### src/rtl/aud_pkg.sv
// aud_pkg: shared definitions for the audio pipeline (DSP, recorder, player).
//   SAMPLE_W     - PCM sample width in bits
//   BITCNT_W     - width of the serialiser bit counter
//   sample_t     - one PCM sample
//   bitcnt_t     - serialiser bit index
//   play_state_t - I2S player FSM states
package aud_pkg;

    localparam int unsigned SAMPLE_W = 16;
    localparam int unsigned BITCNT_W = 4;

    typedef logic [SAMPLE_W-1:0] sample_t;
    typedef logic [BITCNT_W-1:0] bitcnt_t;

    typedef enum logic [1:0] {
        IDLE,
        WAIT,
        SEND,
        PAD
    } play_state_t;

endpackage

### src/rtl/aud_player_lrck_edge.sv
// lrck_edge: registers the codec DAC LR clock and flags its edges.
//   i_clk   - bit clock
//   i_rst_n - asynchronous active-low reset
//   i_lrck  - DAC LR clock (low = left, high = right)
//   o_fall  - i_lrck is low while the registered copy is high (left frame start)
//   o_rise  - i_lrck is high while the registered copy is low (right frame start)
module lrck_edge (
    input  logic i_clk,
    input  logic i_rst_n,
    input  logic i_lrck,
    output logic o_fall,
    output logic o_rise
);

    logic lrck_d;

    always_ff @(posedge i_clk or negedge i_rst_n) begin
        if (!i_rst_n) begin
            lrck_d <= 1'b0;
        end else begin
            lrck_d <= i_lrck;
        end
    end

    // Edges are combinational against the registered copy so the word can be
    // loaded in the same cycle the change is first seen.
    assign o_fall = lrck_d & ~i_lrck;
    assign o_rise = ~lrck_d & i_lrck;

endmodule

### src/rtl/aud_player.sv
// aud_player: I2S serialiser driving mono PCM to both codec DAC channels.
//   i_clk            - codec bit clock, all logic on its rising edge
//   i_rst_n          - asynchronous active-low reset
//   i_en             - playback enable
//   i_daclrck        - codec DAC LR clock (low = left, high = right)
//   i_dac_data       - PCM sample from the DSP stage
//   i_dac_data_ready - i_dac_data valid this cycle
//   o_aud_dacdat     - serial data to the codec, MSB first
//   o_busy           - high while a channel word is being shifted out
//   o_underrun       - sticky: a left frame started without a fresh sample
module aud_player
    import aud_pkg::*;
(
    input  logic                i_clk,
    input  logic                i_rst_n,
    input  logic                i_en,
    input  logic                i_daclrck,
    input  logic [SAMPLE_W-1:0] i_dac_data,
    input  logic                i_dac_data_ready,
    output logic                o_aud_dacdat,
    output logic                o_busy,
    output logic                o_underrun
);

    logic        fall;
    logic        rise;
    logic        edge_det;

    play_state_t state;
    play_state_t state_nxt;

    sample_t     pending;
    logic        pending_valid;
    sample_t     last_sample;
    sample_t     shreg;
    bitcnt_t     bit_cnt;
    logic        en_d;

    logic        load;
    logic        bypass;
    logic        use_pending;
    logic        underrun_set;
    logic        shifting;
    sample_t     load_word;
    logic        dacdat_nxt;
    logic        busy_nxt;

    lrck_edge u_lrck_edge (
        .i_clk   (i_clk),
        .i_rst_n (i_rst_n),
        .i_lrck  (i_daclrck),
        .o_fall  (fall),
        .o_rise  (rise)
    );

    assign edge_det = fall | rise;

    // State register
    always_ff @(posedge i_clk or negedge i_rst_n) begin
        if (!i_rst_n) begin
            state <= IDLE;
        end else begin
            state <= state_nxt;
        end
    end

    // Next-state logic
    always_comb begin
        state_nxt = state;
        if (!i_en) begin
            state_nxt = IDLE;
        end else begin
            case (state)
                IDLE:      state_nxt = WAIT;
                WAIT, PAD: if (edge_det) state_nxt = SEND;
                SEND:      if (!edge_det && bit_cnt == '0) state_nxt = PAD;
                default:   state_nxt = IDLE;
            endcase
        end
    end

    // Output / datapath control
    always_comb begin
        load         = i_en && (state != IDLE) && edge_det;
        bypass       = load && fall && i_dac_data_ready;
        use_pending  = load && fall && !i_dac_data_ready && pending_valid;
        underrun_set = load && fall && !i_dac_data_ready && !pending_valid;
        shifting     = i_en && (state == SEND) && !edge_det && (bit_cnt != '0);

        // Right frames and starved left frames replay last_sample.
        load_word = last_sample;
        if (bypass) begin
            load_word = i_dac_data;
        end else if (use_pending) begin
            load_word = pending;
        end

        dacdat_nxt = 1'b0;
        busy_nxt   = 1'b0;
        if (load) begin
            dacdat_nxt = load_word[SAMPLE_W-1];
            busy_nxt   = 1'b1;
        end else if (shifting) begin
            dacdat_nxt = shreg[SAMPLE_W-1];
            busy_nxt   = 1'b1;
        end
    end

    // Shift register holds the bits still to be sent; bit_cnt counts them.
    always_ff @(posedge i_clk or negedge i_rst_n) begin
        if (!i_rst_n) begin
            shreg        <= '0;
            bit_cnt      <= '0;
            o_aud_dacdat <= 1'b0;
            o_busy       <= 1'b0;
        end else begin
            o_aud_dacdat <= dacdat_nxt;
            o_busy       <= busy_nxt;
            if (load) begin
                shreg   <= {load_word[SAMPLE_W-2:0], 1'b0};
                bit_cnt <= '1;
            end else if (shifting) begin
                shreg   <= {shreg[SAMPLE_W-2:0], 1'b0};
                bit_cnt <= bit_cnt - 1'b1;
            end
        end
    end

    // Sample buffering: a sample arriving on the left-load cycle is consumed
    // directly and never marked pending.
    always_ff @(posedge i_clk or negedge i_rst_n) begin
        if (!i_rst_n) begin
            pending       <= '0;
            pending_valid <= 1'b0;
            last_sample   <= '0;
        end else begin
            if (i_dac_data_ready) begin
                pending       <= i_dac_data;
                pending_valid <= !bypass;
            end else if (use_pending) begin
                pending_valid <= 1'b0;
            end

            if (bypass) begin
                last_sample <= i_dac_data;
            end else if (use_pending) begin
                last_sample <= pending;
            end
        end
    end

    always_ff @(posedge i_clk or negedge i_rst_n) begin
        if (!i_rst_n) begin
            en_d       <= 1'b0;
            o_underrun <= 1'b0;
        end else begin
            en_d <= i_en;
            if (i_en && !en_d) begin
                o_underrun <= 1'b0;
            end else if (underrun_set) begin
                o_underrun <= 1'b1;
            end
        end
    end

endmodule

### config.mk
export PLATFORM = sky130hd
export DESIGN_NAME = aud_player
export DESIGN_NICKNAME = d
export VERILOG_FILES = /design/src/rtl/aud_pkg.sv /design/src/rtl/aud_player_lrck_edge.sv /design/src/rtl/aud_player.sv
export SDC_FILE = /design/constraint.sdc
export NUM_CORES = 1
export LEC_CHECK = 0
export CORE_ASPECT_RATIO = 1.5
export CORE_MARGIN = 3
export CORE_UTILIZATION = 60
export DETAILED_ROUTE_END_ITERATION = 10
export GPL_TIMING_DRIVEN = 0
export PLACE_DENSITY = 0.9
export SYNTH_ARGS = -nofsm -noshare
export SYNTH_HDL_FRONTEND = slang
export SYNTH_SLANG_ARGS = --single-unit
### constraint.sdc
create_clock -name i_clk -period 3.35 [get_ports i_clk]
set_input_delay 0.5025 -clock i_clk [delete_from_list [all_inputs] [get_ports i_clk]]
set_output_delay 0.5025 -clock i_clk [all_outputs]
set_load 0.02 [all_outputs]
After elaboration in Yosys (flattened, before gate mapping) --
Cells that the tools add are included.
Storage, ports and cells: logic and storage cells 66, flip-flop bits (word level) 60
Operators by class: reduce and logical (&&, ||, !) cells 26, equal/unequal tests 5, bitwise operators 5, mux-type cells 18, $add $sub $neg 1
Operators by type and width (number):
- $mux W16 | 4
- $logic_and A1 B1 Y1 | 12
- $mux W1 | 8
- $mux W4 | 2
- $reduce_bool A2 Y1 | 4
- $mux W2 | 3
- $ne A3 B3 Y1 const B | 2
- $pmux W2 S3 | 1
- $logic_not A1 Y1 | 5
- $eq A2 B2 Y1 const B | 2
- $logic_not A4 Y1 | 1
- $reduce_bool A4 Y1 | 1
- $sub A4 B1 Y4 const B | 1
- $and A1 B1 Y1 | 2
- $eq A2 B1 Y1 const B | 1
- $logic_not A2 Y1 | 1
- $not A1 Y1 | 2
- $reduce_and A2 Y1 | 1
- $reduce_or A2 Y1 | 1
- $or A1 B1 Y1 | 1

Longest topological paths before layout --
Gate-level depths: netlist of run 1.
word-level depth 10, depth in mapped cells 8

Hierarchy --
Synthesis of run 1 repeated with hierarchy kept, for this count alone.
Unflattened totals: cell total of the unflattened synthesis 224, area, all modules 2661.3 um2
By module, submodules not included:
- aud_player | area an instance 2621.3 um2, sequential area each 1451.4 um2, instances 1, cells an instance 221
- lrck_edge | area an instance 40.0 um2, sequential area each 25.0 um2, instances 1, cells an instance 3

Worst setup path before layout of run 1 --
OpenSTA, ideal clock, no wires.
kind input to register, start in i_daclrck, end reg shreg[10], stages on the path 8, arrival 1733 ps, slack 1486 ps, required time 3219 ps, library setup time 131 ps, path buffers 2, path through inv_1 ha_1 and4b_2 and2_4 buf_6 buf_12 mux2i_1 mux2i_1
On the way: cells in the longest elaborated chain, start to end 10
RTL lines:
- from (decl) | RTL line aud_player.sv:17 | input logic i_daclrck,
- $not A1 Y1 | RTL line aud_player_lrck_edge.sv:27 | assign o_fall = lrck_d & ~i_lrck;
- $and A1 B1 Y1 | RTL line aud_player_lrck_edge.sv:27
- $or A1 B1 Y1 | RTL line aud_player.sv:56 | assign edge_det = fall | rise;
- $logic_and A1 B1 Y1 | RTL line aud_player.sv:84 | load = i_en && (state != IDLE) && edge_det;
- $logic_and A1 B1 Y1 | RTL line aud_player.sv:85, aud_player.sv:86
- $logic_and A1 B1 Y1 (2 in series) | RTL line aud_player.sv:86 | use_pending = load && fall && !i_dac_data_ready && pending_valid;
- $mux W16 (2 in series)
- $mux W16 | RTL line aud_player.sv:119 | if (load) begin
- to (signal assigned) | RTL line aud_player.sv:120 | shreg <= {load_word[SAMPLE_W-2:0], 1'b0};
- to (signal assigned) | RTL line aud_player.sv:123 | shreg <= {shreg[SAMPLE_W-2:0], 1'b0};
- to (decl) | RTL line aud_player.sv:35 | sample_t shreg;
Parallel ways exist; a longest one is shown, timed or not. A chain may end at the register's enable or synchronous reset.

Worst setup path in the final report of run 1 --
start in i_daclrck, end reg shreg[13]
The elaborated chain is that of the path after synthesis.

==> impl.org, run 1 <==
** Final layout
- Of the cells placed in the final design, the portion with a size suffix greater than 1 is 16.9%.
- The final layout contains 266 nets.
- The area growth from synthesis to layout is 18.5%.
- Utilization of the core after routing :: 76.0%
- Leading cell type in the layout, fill and taps excluded :: sky130_fd_sc_hd__dfrtp_1
- Commonest cells after routing, fill and taps aside :: sky130_fd_sc_hd__dfrtp_1 (59), sky130_fd_sc_hd__mux2i_1 (28), sky130_fd_sc_hd__clkdlybuf4s50_1 (21)
- Design area :: 3090 sq um
- Filler Cells Inserted :: 253
- The number of antenna diodes in the final layout is 0.

** Global routing
- The number of antenna violations at the first check in global routing is 0.
- Global routing used 21.3% of the available tracks.
- Overflow left after global routing :: 0
- Number of global-route vias before repair :: 1834
- Entering global routing, the biggest net connects 34 pins.
- Global-route wire length before repair :: 8.14 mm

** Yosys
- Average cell area after synthesis :: 12.5 sq um
- When the netlist entered floorplanning its net count stood at 232.
- Synthesis inferred 59 register bits.
- EDFF count, synth :: 0
- Fraction of the yosys area taken by sequential cells :: 56.6%
- Total number of yosys warnings :: 0
- Counting flops with an async set or reset pin after synthesis yields a share of 100%.
- Summing every instance area after synthesis gives 2610 sq um.
- Yosys mapped the design onto 35 distinct sky130hd cell types.
- The cell count after synthesis came out at 209.
- For this run, the leading register cell type out of synthesis is sky130_fd_sc_hd__dfrtp_1.

** Drt
- After detailed routing, the average wire length per cell comes to 15.9 um.
- First-pass detailed-route iteration total :: 4
- The first routing iteration left 91 violations.
- DRT antenna net count :: 0
- For this block, the routed nets add up to 4.66 mm of wire.
- Vias per inst :: 5.71
- Total vias in the final route :: 1674
- In the routed design, unresolved DRC markers number 0.

** Clock tree
- No sink is reached through more buffers than the 2 on the longest clock path.
- Clk sink count :: 59
- After clock tree synthesis, the clock-pin slew on the worst setup and hold paths is 0.06 ns.
- Buffers inserted during clock tree synthesis total 9.
- CTS built an H-tree with a depth of 3.
- Hold repair after CTS inserted 0 buffers.
- CTS tree :: yes
- Latest clock arrival within the worst-skew pair :: 0.33 ns
- Postcts setup bufs :: 0
- Count of instances resized after the clock tree is built :: 0
- Cell at the root of the clock tree :: sky130_fd_sc_hd__clkbuf_8

** Setup path
- The critical path is of the input port to register type.
- Critical Path Sink Type :: register
- Sort of element at the start of the critical path :: input port
- Along the worst path, the maximum fanout reaches 10.
- STA puts the critical path data arrival time at 2.38 ns.
- For the worst setup path, the data required time is 3.55 ns.

** STA
- Count of final setup violators :: 0
- The number of pins with negative max-slew slack in the final report came to 0.
- Least-Margin Pin Slew :: 0.624 ns
- Relative max-transition margin :: 58.4%
- Subtracting the final worst setup slack from the clock period gives 2.17 ns.
- Sum Neg Setup Slack :: 0 ns
- Setup repair after global routing left no endpoint under its margin.
- For this run, the top clock speed supported by timing is 460 MHz.
- The hold violation count in the final report is 0.
- On the final layout, the worst clock skew is 0.00617 ns.
- Worst-case hold slack :: 0.185 ns
- The worst path uses 64.9% of the clock period.

** Min path
- The worst hold path belongs to the class input port to asynchronous set/reset pin.

** Floorplanning
- Overall die area :: 5190 sq um
- Measured along the y axis, the die boundary spans 86.7 um.
- Area inside the core boundary :: 4060 sq um
- Once the floorplan was initialized, standard cells occupied 64.1% of the core.
- The floorplan has 28 rows.
- Ports placed on the boundary :: 24
- Width of the die :: 59.8 um

** Power and ir drop
- In this run the power density over the cells is 643 nW/um^2.
- The worst-case IR drop observed on VDD is 0.000509 V.
- Leakage :: 1.52 nW

** Placed design
- Cell area after placement :: 2900 sq um
- The congestion estimate from routability-driven global placement came to 0.779.
- Port Buffers :: 22
- The wire-length estimate of the detail-placed layout is 3.30 mm.

** Run
- Max-cap violations in this run came to 0.

** Status
- Run status :: finished, final reports clean
[metrics by stage]
step                setup WS [ns]  power [W]  std cells
finish                       1.18    0.00199        293
global placement           0.0253    0.00136        276
global route                 1.04    0.00210        293
detailed placement          0.830    0.00140        277
CTS                          1.19    0.00201        293
floorplan                    1.49    0.00126        209
[cells by family after synthesis]
family	Yosys count	share of synthesized area, %
AOI/OAI and AO/OA	45	13.3
xor gates and xnor gates	2	0.672
adders and majority gates	2	0.960
buffers and inverters	33	5.90
DFF	59	56.6
muxes	43	17.2
and+or+nand+nor	25	5.23
[flip-flops by register name, summed over array words and instances (netlist names)]
| name | flops |
|---|---|
| shreg | 15 |
| o_underrun | 1 |
| last_sample | 16 |
| state | 2 |
| en_d | 1 |
| o_busy | 1 |
| o_aud_dacdat | 1 |
| bit_cnt | 4 |
| pending | 16 |
| pending_valid | 1 |
| u_lrck_edge.lrck_d | 1 |
[Yosys cell counts, types with 2 or more instances]
cell type                   instances  area [sq um]
sky130_fd_sc_hd__a21oi_1            2          10.0
sky130_fd_sc_hd__a22oi_1           15           113
sky130_fd_sc_hd__a2bb2oi_1         15           131
sky130_fd_sc_hd__buf_2              5          25.0
sky130_fd_sc_hd__clkbuf_1           6          22.5
sky130_fd_sc_hd__dfrtp_1           59          1480
sky130_fd_sc_hd__ha_1               2          25.0
sky130_fd_sc_hd__inv_1             20          75.1
sky130_fd_sc_hd__mux2_2            15           169
sky130_fd_sc_hd__mux2i_1           28           280
sky130_fd_sc_hd__nand2_1           10          37.5
sky130_fd_sc_hd__nand3_1            2          10.0
sky130_fd_sc_hd__nor2_1             3          11.3
sky130_fd_sc_hd__nor2b_1            2          12.5
sky130_fd_sc_hd__o211ai_1           2          15.0
sky130_fd_sc_hd__o21ai_0            3          15.0
sky130_fd_sc_hd__o21ai_1            2          10.0
[layer usage]
metal | up-vias | share of wire, % | GRT usage [%] | wire length (um)
li1 | 810 | - | - | -
met5 | - | 0 | 0 | 0
met2 | 45 | 52 | 34.6 | 2430
met4 | 0 | 2.2 | 11.3 | 104
met3 | 11 | 3.7 | 6.11 | 171
met1 | 808 | 42 | 25.0 | 1950
[layout make-up]
type                            instances  area, sq um  share of cell area, %
Tap cell                               45         56.3                   1.82
Clock buffer                           15          186                   6.03
Clock inverter                          1         5.00                  0.162
Sequential cell                        59         1480                   47.8
Inverter                               20         75.1                   2.43
Buffer                                 13         78.8                   2.55
Multi-Input combinational cell        117          976                   31.6
Timing Repair Buffer                   23          235                   7.61
[worst paths after layout]
check,slack (ns),to,startpoint,cells past startpoint
min in group i_clk,0.47,last_sample[9],last_sample[9],2
worst max register to register,1.48,shreg[13],bit_cnt[0],8
max in group asynchronous,2.57,last_sample[13],i_rst_n,2
worst max-delay path,1.18,shreg[13],i_daclrck,9
worst min register to register,0.47,last_sample[9],last_sample[9],2
worst min-delay path,0.19,u_lrck_edge.lrck_d,i_rst_n,1
[power by group]
part	internal (W)	switching, W	total [W]
Sequential	0.000904	0.0000955	0.00100
Combinational	0.000194	0.000190	0.000384
Clock	0.000349	0.000254	0.000603
Total	0.00145	0.000540	0.00199
[critical path, stage by stage]
cell and delay [ns]:
sky130_fd_sc_hd__clkdlybuf4s50_1 0.48, sky130_fd_sc_hd__inv_1 0.05, sky130_fd_sc_hd__ha_1 0.33, sky130_fd_sc_hd__and4b_2 0.30, sky130_fd_sc_hd__and2_4 0.16, sky130_fd_sc_hd__buf_6 0.13
sky130_fd_sc_hd__buf_12 0.14, sky130_fd_sc_hd__mux2i_1 0.21, sky130_fd_sc_hd__mux2i_1 0.09
Note: power is estimated with default switching activity, not from simulation.
==> run 2, diff against run 1 <==
CORE_UTILIZATION = 56   (was 60)
PLACE_DENSITY = 0.85   (was 0.9)
clock period = 2.2 ns   (was 3.35 ns; I/O delays follow)
==> impl.org, run 2 (synthesis results as in run 1) <==
** Status
- Run status :: finished, final reports clean

** Clock tree
- Count of instances resized after the clock tree is built :: 0 (unchanged)
- Cts-stage hold buffer count :: 0 (unchanged)
- The maximum buffer depth of the clock tree is 2 (unchanged).
- The clock latency at the later pin of the worst-skew pair was 0.34 ns (about the same).
- Postcts setup bufs :: 0 (unchanged)
- The post-CTS clock slew at the launch and capture registers of the worst setup and hold paths was 0.06 ns (about the same).
- The number of clock sinks seen by CTS came to 59 (unchanged).
- TritonCTS built the clock tree.
- Cell at the root of the clock tree :: sky130_fd_sc_hd__clkbuf_8
- TritonCTS Buffers :: 9 (unchanged)
- Count of H-tree levels built during CTS :: 3 (unchanged)

** Power and ir drop
- VDD IR max :: 0.000546 V (+7.2%)
- Clock share of power :: 28.0% (-2.3 points)
- Combinational share of power :: 19.8% (+0.5 points)
- Cell internal pwr :: 0.00210 W (+45%)
- The net switching power of the design was 0.000816 W (+51%).
- The sequential cell fraction of total power is 52.2% (+1.9 points).
- Sw Share :: 28.0% (+0.84 points)
- The total power consumption of the routed design came to 0.00292 W (+47%).
- The leakage power total is 1.51 nW (-0.90%).
- The power density of the placed cells came to 953 nW/um^2 (+48%).

** Drt
- The total vias in the final route was 1702 (+1.7%).
- The number of nets with antenna violations after detailed routing was 0 (unchanged).
- The sum of routed wire length over all layers is 4.56 mm (-2.1%).
- The initial detailed-routing violation count is 58 (-36%).
- Vias per inst :: 5.81 (+1.7%)
- The number of search-and-repair iterations in the first detailed-routing pass was 4 (unchanged).
- Wire length per cell after detailed routing :: 15.6 um (-2.1%)
- The post-detailed-route DRC marker count is 0 (unchanged).

** Setup path
- Delay-heaviest family, CP :: buffers and inverters
- The largest stage delay on the critical path is 0.47 ns (about the same).
- The maximum net fanout on the critical path is 10 (unchanged).
- Critical-path cell with the highest stage delay :: sky130_fd_sc_hd__clkdlybuf4s50_1
- Cell mode on critical path :: sky130_fd_sc_hd__mux2i_1
- STA classifies the critical path endpoint as a register.
- The critical path goes through clkdlybuf4s50_1, inv_1, ha_1, and4b_2, and2_4, buf_6, buf_12, mux2i_1, mux2i_1.
- The number of buffers and inverters on the critical path was 4 (unchanged).
- Type of the worst setup path :: input port to register
- The required time at the endpoint of the critical path is 2.41 ns (-1.14 ns).
- Worst Path Arrival :: 2.27 ns (-0.11 ns)
- Setup slack of the most critical reg-to-reg path :: 0.28 ns (-1.20 ns)
- Sort of element at the start of the critical path :: input port

** Run
- The max-capacitance violation count came to 0 (unchanged).

** Final layout
- The fill cell total of the finished layout was 304 (+20%).
- Commonest cells after routing, fill and taps aside :: sky130_fd_sc_hd__dfrtp_1 (59), sky130_fd_sc_hd__mux2i_1 (28), sky130_fd_sc_hd__clkdlybuf4s50_1 (21)
- The number of nets in the layout is 266 (unchanged).
- Proportion of layout cells with a drive suffix above 1 :: 16.6% (-0.34 points)
- The antenna diode count is 0 (unchanged).
- Area taken by multi-input logic gates :: 976 sq um (unchanged)
- Post-layout instance count excluding filler cells :: 293 (unchanged)
- Storage cell area :: 1480 sq um (unchanged)
- Biggest regs :: last_sample x16, pending x16, shreg x15
- Synth-to-Final Area Change :: 17.4%
- Leaving out fill and tap cells, the most frequent cell in the layout is sky130_fd_sc_hd__dfrtp_1.

** Placed design
- Port Buffers :: 22 (unchanged)
- The routability congestion estimate from global placement is 0.745 (-4.3%).
- Number of cells in the design after placement :: 278 (+0.36%)
- The placed wire-length estimate was 3.31 mm (about the same).

** Floorplanning
- The vertical die dimension came to 89.6 um (+3.3%).
- The core area was 4350 sq um (+7.1%).
- The number of core rows came to 29 (+3.6%).
- The overall die width is 61.7 um (+3.2%).
- The initial core utilization is 59.9% (-4.3 points).
- The number of top-level design ports is 24 (unchanged).
- The area of the die came to 5530 sq um (+6.5%).

** STA
- The relative max-transition margin came to 59.1% (+0.69 points).
- Share of the clock period used by the worst path :: 93.6%
- The worst path in the final design needs a cycle of 2.06 ns, including I/O delays and setup.
- Setup repair after global routing left no endpoint under its margin.
- Peak clock frequency supported by timing :: 486 MHz
- Count of endpoints failing hold in the final timing report :: 0 (unchanged)
- The number of pins with negative max-slew slack in the final report came to 0 (unchanged).
- The final worst clock skew is 0.00809 ns (+0.00193 ns).
- Least-Margin Pin Slew :: 0.614 ns (-0.0104 ns)
- The number of setup violations in the final report came to 0 (unchanged).

** Global routing
- Maximum number of pins on one net before global-route repair :: 34 (unchanged)
- Global-route usage over all layers :: 19.7% (-1.6 points)
- Number of global-route vias before repair :: 1723 (-6.1%)
- Overflow left after global routing :: 0 (unchanged)
- Global-route wire length before repair :: 7.82 mm (-3.9%)
- The number of antenna violations at the first check in global routing came to 0 (unchanged).

** Min path
- Path type of the worst min-delay path :: input port to asynchronous set/reset pin
run 2: changes by cell type in the layout (fill, tap and decap cells not counted):
| cell | previous run | this run |
|---|---|---|
| sky130_fd_sc_hd__clkinv_2 | 1 | 3 |
| sky130_fd_sc_hd__clkbuf_8 | 13 | 10 |
run 2: path summary, 6_finish.rpt:
kind                       depth (start not counted)            endpoint                from
setup / recovery                                   9           shreg[13]           i_daclrck
min in group i_clk                                 3       pending_valid    i_dac_data_ready
hold reg to reg                                    2      last_sample[1]      last_sample[1]
setup reg to reg                                   7           shreg[13]  u_lrck_edge.lrck_d
hold / removal                                     1  u_lrck_edge.lrck_d             i_rst_n
max in group asynchronous                          2          pending[3]             i_rst_n
run 2: worst reg2reg max path, stage by stage, from the launching register on:
cell and delay [ns]:
sky130_fd_sc_hd__dfrtp_1 0.37, sky130_fd_sc_hd__ha_1 0.35, sky130_fd_sc_hd__and4b_2 0.30, sky130_fd_sc_hd__and2_4 0.16, sky130_fd_sc_hd__buf_6 0.13, sky130_fd_sc_hd__buf_12 0.15, sky130_fd_sc_hd__mux2i_1 0.24, sky130_fd_sc_hd__mux2i_1 0.10
run 2: final cells by class:
type,instances,area share (%)
plain buffers,13,2.58
clock buffers,12,4.74
clock inverters,3,0.491
inverters,20,2.45
multi-input cells,117,31.9
flip-flops and latches,59,48.3
well taps,46,1.88
repair buffers,23,7.69
run 2: metal layers:
| layer | vias to the layer above | GRT usage [%] | routed length (um) |
|---|---|---|---|
| li1 | 817 | - | - |
| met1 | 836 | 23.5 | 1920 |
| met2 | 38 | 31.9 | 2370 |
| met3 | 11 | 3.61 | 161 |
| met4 | 0 | 12.5 | 121 |
| met5 | - | 0 | 0 |
run 2: per-stage QoR:
step / setup slack [ns] / utilization (%) / cell area, sq um / setup TNS (ns) / hold slack [ns]
after detailed placement: -0.149 / 66.6 / 2900 / -1.14 / 0.379
final: 0.140 / 70.3 / 3060 / 0 / 0.00374
after global placement: -0.994 / 66.2 / 2880 / -59.22 / 0.456
after floorplan: 0.470 / - / 2610 / 0 / 0.0344
after CTS: 0.158 / 70.3 / 3060 / 0 / 0.0178
after global routing: 0.0443 / 70.3 / 3060 / 0 / 0.0413
run 2: power groups by stage:
stage | combinational [W] | clock [W] | sequential (W)
after floorplan | 0.000420 | 0 | 0.00150
after global placement | 0.000547 | 0 | 0.00153
after detailed placement | 0.000581 | 0 | 0.00154
after CTS | 0.000586 | 0.000833 | 0.00153
after global routing | 0.000657 | 0.000875 | 0.00156
final | 0.000579 | 0.000816 | 0.00152
